File: src/rtl/door_motion_sequencer.sv
// Garage-door supervisor: merges wall/remote presses, sequences UP/DN drive with
// travel watchdog, obstruction reverse via dead-time, latched fault. Optional: DOOR_AUTO_CLOSE_EN.
module door_motion_sequencer #(
  parameter int CNT_W             = 8,
  parameter int DEAD_TIME         = 4,
  parameter int TRAVEL_TIMEOUT    = 200,
  parameter int AUTO_CLOSE_CYCLES = 150
) (
  input  logic       CLK,
  input  logic       RST,
  input  logic       Wall_Btn,
  input  logic       Remote_Btn,
  input  logic       UP_Max,
  input  logic       DN_Max,
  input  logic       Obstruct,
  input  logic       Fault_Clr,
  output logic       UP_Motor,
  output logic       DN_Motor,
  output logic       Fault,
  output logic [2:0] Door_State
);

  typedef enum logic [2:0] {
    ST_IDLE  = 3'b000,
    ST_MV_UP = 3'b001,
    ST_MV_DN = 3'b010,
    ST_DEAD  = 3'b011,
    ST_FAULT = 3'b100
  } state_t;

`ifdef DOOR_AUTO_CLOSE_EN
  localparam bit AC_EN = 1'b1;
`else
  localparam bit AC_EN = 1'b0;
`endif

  localparam logic [CNT_W-1:0] TIMEOUT_LAST = CNT_W'(TRAVEL_TIMEOUT - 1);
  localparam logic [CNT_W-1:0] DEAD_LAST    = CNT_W'(DEAD_TIME - 1);
  localparam logic [CNT_W-1:0] AC_LAST      = CNT_W'(AUTO_CLOSE_CYCLES - 1);
  localparam logic [CNT_W-1:0] CNT_MAX      = '1;

  state_t           state_q, state_d;
  logic [CNT_W-1:0] cnt_q, cnt_d;
  logic             last_up_q, last_up_d;
  logic             req_q, req_d;
  logic             up_motor_q, up_motor_d;
  logic             dn_motor_q, dn_motor_d;
  logic             fault_q, fault_d;

  logic req, act, both_lim, cnt_run;

  assign req      = Wall_Btn | Remote_Btn;
  assign act      = req & ~req_q;
  assign both_lim = UP_Max & DN_Max;

  always_comb begin
    state_d    = state_q;
    last_up_d  = last_up_q;
    cnt_run    = 1'b0;
    req_d      = req;
    unique case (state_q)
      ST_IDLE: begin
        if (both_lim)                        state_d = ST_FAULT;
        else if (act && DN_Max)              state_d = ST_MV_UP;
        else if (act && UP_Max)              state_d = ST_MV_DN;
        else if (act)                        state_d = last_up_q ? ST_MV_DN : ST_MV_UP;
        else if (AC_EN && UP_Max && !Obstruct) begin
          if (cnt_q == AC_LAST) state_d = ST_MV_DN;
          else                  cnt_run = 1'b1;
        end
      end
      ST_MV_UP: begin
        if (both_lim)                  state_d = ST_FAULT;
        else if (UP_Max || act)        state_d = ST_IDLE;
        else if (cnt_q == TIMEOUT_LAST) state_d = ST_FAULT;
        else                           cnt_run = 1'b1;
      end
      ST_MV_DN: begin
        if (both_lim)                  state_d = ST_FAULT;
        else if (DN_Max)               state_d = ST_IDLE;
        else if (Obstruct)             state_d = ST_DEAD;
        else if (act)                  state_d = ST_IDLE;
        else if (cnt_q == TIMEOUT_LAST) state_d = ST_FAULT;
        else                           cnt_run = 1'b1;
      end
      ST_DEAD: begin
        if (cnt_q == DEAD_LAST) state_d = ST_MV_UP;
        else                    cnt_run = 1'b1;
      end
      ST_FAULT: begin
        if (Fault_Clr && !both_lim) state_d = ST_IDLE;
      end
      default: state_d = ST_FAULT;
    endcase

    // Any exit from travel (limit, stop, obstruction, watchdog) records the travel direction.
    if (state_q == ST_MV_UP && state_d != ST_MV_UP) last_up_d = 1'b1;
    if (state_q == ST_MV_DN && state_d != ST_MV_DN) last_up_d = 1'b0;

    if (state_d != state_q || !cnt_run) cnt_d = '0;
    else if (cnt_q == CNT_MAX)          cnt_d = cnt_q;
    else                                cnt_d = cnt_q + 1'b1;

    up_motor_d = (state_d == ST_MV_UP);
    dn_motor_d = (state_d == ST_MV_DN);
    fault_d    = (state_d == ST_FAULT);
  end

  always_ff @(posedge CLK or posedge RST) begin
    if (RST) begin
      state_q    <= ST_IDLE;
      cnt_q      <= '0;
      last_up_q  <= 1'b0;
      req_q      <= 1'b0;
      up_motor_q <= 1'b0;
      dn_motor_q <= 1'b0;
      fault_q    <= 1'b0;
    end else begin
      state_q    <= state_d;
      cnt_q      <= cnt_d;
      last_up_q  <= last_up_d;
      req_q      <= req_d;
      up_motor_q <= up_motor_d;
      dn_motor_q <= dn_motor_d;
      fault_q    <= fault_d;
    end
  end

  assign UP_Motor   = up_motor_q;
  assign DN_Motor   = dn_motor_q;
  assign Fault      = fault_q;
  assign Door_State = state_q;

endmodule

File: config.mk
export PLATFORM = sky130hd
export DESIGN_NAME = door_motion_sequencer
export DESIGN_NICKNAME = d
export VERILOG_FILES = /design/src/rtl/door_motion_sequencer.sv
export SDC_FILE = /design/constraint.sdc
export NUM_CORES = 1
export LEC_CHECK = 0
export BUFFER_PORTS_ARGS = -buffer_cell sky130_fd_sc_hd__clkbuf_2
export CELL_PAD_IN_SITES_DETAIL_PLACEMENT = 0
export CELL_PAD_IN_SITES_GLOBAL_PLACEMENT = 1
export CORE_MARGIN = 10
export CORE_UTILIZATION = 37
export CTS_CLUSTER_DIAMETER = 60
export DETAILED_ROUTE_END_ITERATION = 10
export PLACE_DENSITY = 0.75
export SYNTH_ARGS = -nofsm -noshare
export SYNTH_HDL_FRONTEND = slang
export SYNTH_SLANG_ARGS = --single-unit
File: constraint.sdc
create_clock -name CLK -period 1.92 [get_ports CLK]
set_input_delay 0.384 -clock CLK [delete_from_list [all_inputs] [get_ports CLK]]
set_output_delay 0.384 -clock CLK [all_outputs]
set_load 0.01 [all_outputs]
==> metrics, run 1 <==
pwr dens 621.6 nW/um^2; Net Switching 195.1 uW; CP Capture Type flop; Syn Inst Count 100; leakage power 0.0005404 uW; worst-path maximum fanout 5; Horiz. Die Dim 69.86 um; worst min path class in -> async; Setup crit start kind flop; Tmin final 1.853 ns; share of layout cells above drive strength 1 33.85%; Post-Syn Area per Cell 9.196 um^2; # nets final 140; clk root buf clkbuf_4; via count 849; Post-Syn Nets 109; Worst IR Drop VDD 0.0003992 V; final hold vios 0; Reg2Reg Setup Slack 0.07 ns; #FFs+latches synth 16; Internal 537.5 uW; period utilization 96.51%; Distinct cells, synth 37; CP delay by family, top compound AO/OA/AOI/OAI gates; clk sinks 16; Buffers on Ports 13; RSZ-0062 raised after global routing true; final core utilization 48.46%; Peak Freq 539.7 MHz; # IOs 14; die footprint 4880 um^2; All-Layer GR Usage 9.440%; Routed Antenna Nets 0; Routability Congestion 0.7856; slew margin rel. 60.96%; combinational share of power 19.1%; DP HPWL 1702 um; Final setup viols 0; Max Cap Viol 0; Die Ht 69.86 um; first-pass GRT wire length 3926 um; type of the worst setup path reg -> reg; status finished, final reports clean; Initial Utilization 37.81%; slowest cell on the critical path or4b_4; area grow syn2layout 28.16%; Switching Share 26.63%; FF-to-FF path depth 5; htree depth 1; Rows 18; first-pass detailed-route iteration total 4; fin. max-slew vios 0; Clk pin slew, worst setup/hold paths 0.09 ns; reg2reg start cnt_q[0]; Crit path arrival time 2.03 ns; DRT iter0 DRCs 89; Buf/Inv on CP 0; clock power share 29.7%; Routed WL 2217 um; initial antenna violation count 0; gr ovfl total 0; # DRC 0; CTS tree yes; register area share after synthesis 43.54%; clock tree buffer depth 2; number of vias per cell 5.306; worst slew pin tran 0.5849 ns; crit-path cells ha_2 > or4b_4 > o21a_1 > a211o_1 > a31o_1; Yosys Warn Count 0; Pwr Total 732.6 uW; top cells by area, synth dfrtp_1 (44%), nor2_1 (5.7%), o21ai_0 (4.4%), nor2b_1 (3.4%), nand2_1 (2.9%); number of global-route vias before repair 849; area of the mapped netlist 919.6 um^2; largest net degree at the start of global routing 17; required time of the critical path 2.10 ns; worst hold margin 0.1286 ns; core area 2432 um^2; largest stage delay on the critical path 0.50 ns; Max Clock Skew 0.001303 ns; n_diodes 0; FF-to-FF End last_up_q; post-synth top area share 43.54%; number of CTS-inserted buffers 3; dominant cell type by area after synthesis dfrtp_1; sequential power share 51.2%; Clk Latency, worst-skew pair 0.28 ns; Avg WL per Cell 13.86 um
## synth_stat cells (all sizes together)
library cell,instances
dfrtp,16
nor2,14
o21ai,8
nand2,7
nor2b,5
clkbuf,4
nand3,4
a21oi,3
o211ai,3
or4b,3
inv,2
mux2i,2
nand4,2
nor3,2
o2111ai,2
o21a,2
o31ai,2
xor2,2
a211o,1
a211oi,1
a22oi,1
a2bb2oi,1
a31o,1
a31oi,1
and2,1
and3,1
ha,1
nand2b,1
nor4,1
o2111a,1
o21ba,1
o21bai,1
o221a,1
or2,1
or3b,1
## layout make-up
cell class | count | area, um^2
fillers | 255 | 1254
multi-input cells | 78 | 504.2
flip-flops and latches | 16 | 400.4
repair buffers | 30 | 192.7
well taps | 30 | 37.54
clock buffers | 4 | 36.28
inverters | 2 | 7.507
## worst reg2reg max path, cell delays in order, from the launching register on
cell and delay [ns]:
dfrtp_1 0.36, ha_2 0.18, or4b_4 0.50, o21a_1 0.22, a211o_1 0.31, a31o_1 0.19
## per-stage QoR
step / setup slack (ns) / std cells / cell area, um^2 / TNS (ns)
6_report: 0.06709 / 160 / 1179 / 0
5_1_grt: -0.03878 / 160 / 1179 / -0.03948
4_1_cts: 0.05148 / 159 / 1167 / 0
3_5_place_dp: 0.004263 / 155 / 1127 / 0
3_3_place_gp: 0.01964 / 155 / 1127 / 0
2_1_floorplan: -0.01622 / 100 / 922.1 / -0.01622
## worst max path at each step
stage	to	cells past startpoint	from	slack [ns]
after floorplan	last_up_q	6	cnt_q[0]	-0.02
after global placement	last_up_q	5	cnt_q[1]	0.02
after detailed placement	last_up_q	5	cnt_q[0]	0.004
after CTS	last_up_q	5	cnt_q[0]	0.05
after global routing	last_up_q	5	cnt_q[1]	-0.04
final	last_up_q	5	cnt_q[0]	0.07
## routing by layer
layer  track usage [%]  up-vias  part of all wire, %
li1                  -      429                    -
met4             4.167        0                  1.4
met5                 0        -                    0
met2             15.31       12                   49
met1             11.09      404                   46
met3             2.966        4                  4.2
## state kept, by name (all words and copies together) (netlist names)
| register | count |
|---|---|
| req_q | 1 |
| Door_State | 3 |
| UP_Motor | 1 |
| Fault | 1 |
| last_up_q | 1 |
| cnt_q | 8 |
| DN_Motor | 1 |
## power groups by stage
stage / clock network, uW / logic [uW] / registers [uW]
4_1_cts: 228 / 142 / 375
3_3_place_gp: 0 / 138 / 381
3_5_place_dp: 0 / 142 / 381
6_report: 217 / 140 / 375
5_1_grt: 256 / 159 / 379
2_1_floorplan: 0 / 76.7 / 386
## cells in the final DEF (no fill, tap or decap), drive strengths merged, types with 3 or more instances in the layout
cell	instances
buf	17
clkbuf	17
dfrtp	16
nor2	14
o21ai	8
nand2	7
nor2b	5
nand3	4
o211ai	3
a21oi	3
or4b	3
## kinds of logic (layout without fill, tap and decap cells)
group / count (synthesis) / count (layout) / share of synthesized area (%)
xor gates and xnor gates: 2 / 2 / 1.905
muxes: 2 / 2 / 2.177
buffers and inverters: 6 / 36 / 2.722
adders and majority gates: 1 / 1 / 1.360
AOI/OAI and AO/OA: 30 / 30 / 23.81
DFF: 16 / 16 / 43.54
and+or+nand+nor: 43 / 43 / 24.49
## what timing repair did
action,CTS,global route
gates cloned,0,0
resized for setup,1,1
pin swaps,0,0
setup endpoints to repair,1,5
setup buffers,0,1
hold buffers,0,0
No activity file was read; power rests on OpenSTA's default activity.
==> run 2, diff against run 1 <==
--- a/config.mk
+++ b/config.mk
@@ -9,10 +9,11 @@
 export CELL_PAD_IN_SITES_DETAIL_PLACEMENT = 0
 export CELL_PAD_IN_SITES_GLOBAL_PLACEMENT = 1
 export CORE_MARGIN = 10
-export CORE_UTILIZATION = 37
+export CORE_UTILIZATION = 39
+export CTS_BUF_LIST = sky130_fd_sc_hd__clkbuf_2 sky130_fd_sc_hd__clkbuf_4 sky130_fd_sc_hd__clkbuf_8
 export CTS_CLUSTER_DIAMETER = 60
 export DETAILED_ROUTE_END_ITERATION = 10
-export PLACE_DENSITY = 0.75
+export PLACE_DENSITY = 0.79
 export SYNTH_ARGS = -nofsm -noshare
 export SYNTH_HDL_FRONTEND = slang
 export SYNTH_SLANG_ARGS = --single-unit
==> run 2 against run 1 <==
Utilization rose by 3.4 points. Sequential share of layout area is 0.59 points higher. Clock-buffer cell count is 1 lower. Worst hold slack improved by 0.010 ns. Largest power group unchanged. Wire length up 1.7%. Total power shrank 7.1%. Critical endpoint unchanged.
==> metrics, run 2 (same netlist as run 1, synthesis figures left out) <==
Max Cap Viol 0 (unchanged); Routed Antenna Nets 0 (unchanged); Peak Freq 536.4 MHz (-0.61%); area grow syn2layout 25.99%; Crit path arrival time 2.03 ns (about the same); gr ovfl total 0 (unchanged); Reg2Reg Setup Slack 0.06 ns (about the same); share of layout cells above drive strength 1 32.56% (-1.3 points); required time of the critical path 2.09 ns (about the same); initial antenna violation count 0 (unchanged); Most flops, register cnt_q; Final setup viols 0 (unchanged); final cell count without fillers 157 (-1.9%); met2 Track Usage GR 17.74% (+2.4 points); Worst IR Drop VDD 0.0004682 V (+17%); DRT iter0 DRCs 44 (-51%); FF-to-FF path depth 5 (unchanged); worst-path maximum fanout 5 (unchanged); Max Clock Skew 0.005606 ns (+0.004303 ns); period utilization 97.10% (+0.59 points); most frequent cells in the layout buf_4 (17), dfrtp_1 (16), nor2_1 (14); CP Capture Type flop; RSZ-0062 raised after global routing true; Fin Setup TNS 0 ns (unchanged); leakage power 0.0005333 uW (-1.3%); via count 869 (+2.4%); Setup crit start kind flop; All-Layer GR Usage 9.997% (+0.56 points); number of CTS-inserted buffers 3 (unchanged); Final WS setup 0.05569 ns (-0.01140 ns); # IOs 14 (unchanged); # nets final 140 (unchanged); Rows 17 (-1); htree depth 1 (unchanged); number of global-route vias before repair 862 (+1.5%); GR Layer Usage met1 11.36% (+0.27 points); type of the worst setup path reg -> reg; most common cell after layout, fill and taps aside buf_4; Buffers on Ports 13 (unchanged); status finished, final reports clean; clock tree buffer depth 2 (unchanged); CTS tree yes; clk sinks 16 (unchanged); pwr dens 587.7 nW/um^2 (-5.4%); Die Ht 68.56 um (-1.9%); largest net degree at the start of global routing 17 (unchanged); first-pass detailed-route iteration total 4 (unchanged); max reg flops 8 (unchanged); Routed WL 2255 um (+1.7%); Pwr Total 680.9 uW (-7.1%); Tmin final 1.864 ns (+0.01140 ns); # DRC 0 (unchanged); placed cells 153 (-1.3%); pre-CTS WS 0.006744 ns (+0.002481 ns); DP HPWL 1755 um (+3.1%); slew margin rel. 60.25% (-0.71 points); clk root buf clkbuf_4; number of vias per cell 5.535 (+4.3%); core area 2233 um^2 (-8.2%); met3 usage 2.093% (-0.87 points); final hold vios 0 (unchanged); worst min path class in -> async; Avg WL per Cell 14.36 um (+3.7%); first-pass GRT wire length 3726 um (-5.1%); FF-to-FF End last_up_q; reg2reg start cnt_q[1]; worst slew pin tran 0.5955 ns (+0.01063 ns); Initial Utilization 41.18% (+3.4 points); Clk pin slew, worst setup/hold paths 0.09 ns (about the same); n_diodes 0 (unchanged); die footprint 4700 um^2 (-3.7%); Clk Latency, worst-skew pair 0.28 ns (about the same); fin. max-slew vios 0 (unchanged); Routability Congestion 0.8006 (+1.9%); GRT busiest layer met2; Horiz. Die Dim 68.56 um (-1.9%)
[run 2: cell types whose count changed in the layout (fill, tap and decap cells not counted)]
cell      previous run  this run
a21oi_1              2         3
a21oi_2              1         0
clkbuf_8             1         0
[run 2: report_power, final]
part	leakage [uW]	switching [uW]	internal [uW]
logic	0.000304	75.4	63.8
clock network	0.0000138	94.3	72.7
registers	0.000215	16.7	358
[run 2: timing repair]
action                                  CTS  global route
gates cloned                              0             0
endpoints found under the setup margin    1             5
buffers inserted                          0             1
gates resized for setup                   1             0
hold buffers                              0             0
[run 2: worst max path at each step]
| stage | startpoint | to | slack [ns] | cells after the start |
|---|---|---|---|---|
| 2_1_floorplan | cnt_q[0] | last_up_q | -0.02 | 6 |
| 3_3_place_gp | cnt_q[1] | last_up_q | 0.03 | 5 |
| 3_5_place_dp | cnt_q[1] | last_up_q | 0.007 | 5 |
| 4_1_cts | cnt_q[1] | last_up_q | 0.05 | 5 |
| 5_1_grt | cnt_q[1] | last_up_q | -0.02 | 5 |
| 6_report | cnt_q[1] | last_up_q | 0.06 | 5 |
[run 2: routing by layer]
layer	vias up	wire length (um)
met5	-	0
met4	0	39
met3	4	91
met1	423	975
li1	429	-
met2	13	1149
[run 2: metrics by stage]
stage	area (um^2)	util, %	hold WS, ns
after floorplan	922.1	-	0.2977
after global placement	1125	50.36	0.4647
after detailed placement	1125	50.36	0.4682
after CTS	1151	51.54	0.1619
after global routing	1159	51.88	0.1886
final	1159	51.88	0.1390
[run 2: critical path, stage by stage (launching register included)]
cell     delay [ns]
dfrtp_1        0.36
ha_2           0.19
or4b_4         0.50
o21a_1         0.22
a211o_1        0.31
a31o_1         0.19
[run 2: cell type report]
cell class / instances / area [um^2]
Tap cell: 28 / 35.03
Timing Repair Buffer: 30 / 192.7
Clock buffer: 3 / 22.52
Inverter: 2 / 7.507
Multi-Input combinational cell: 78 / 500.5
Sequential cell: 16 / 400.4
Fill cell: 226 / 1075
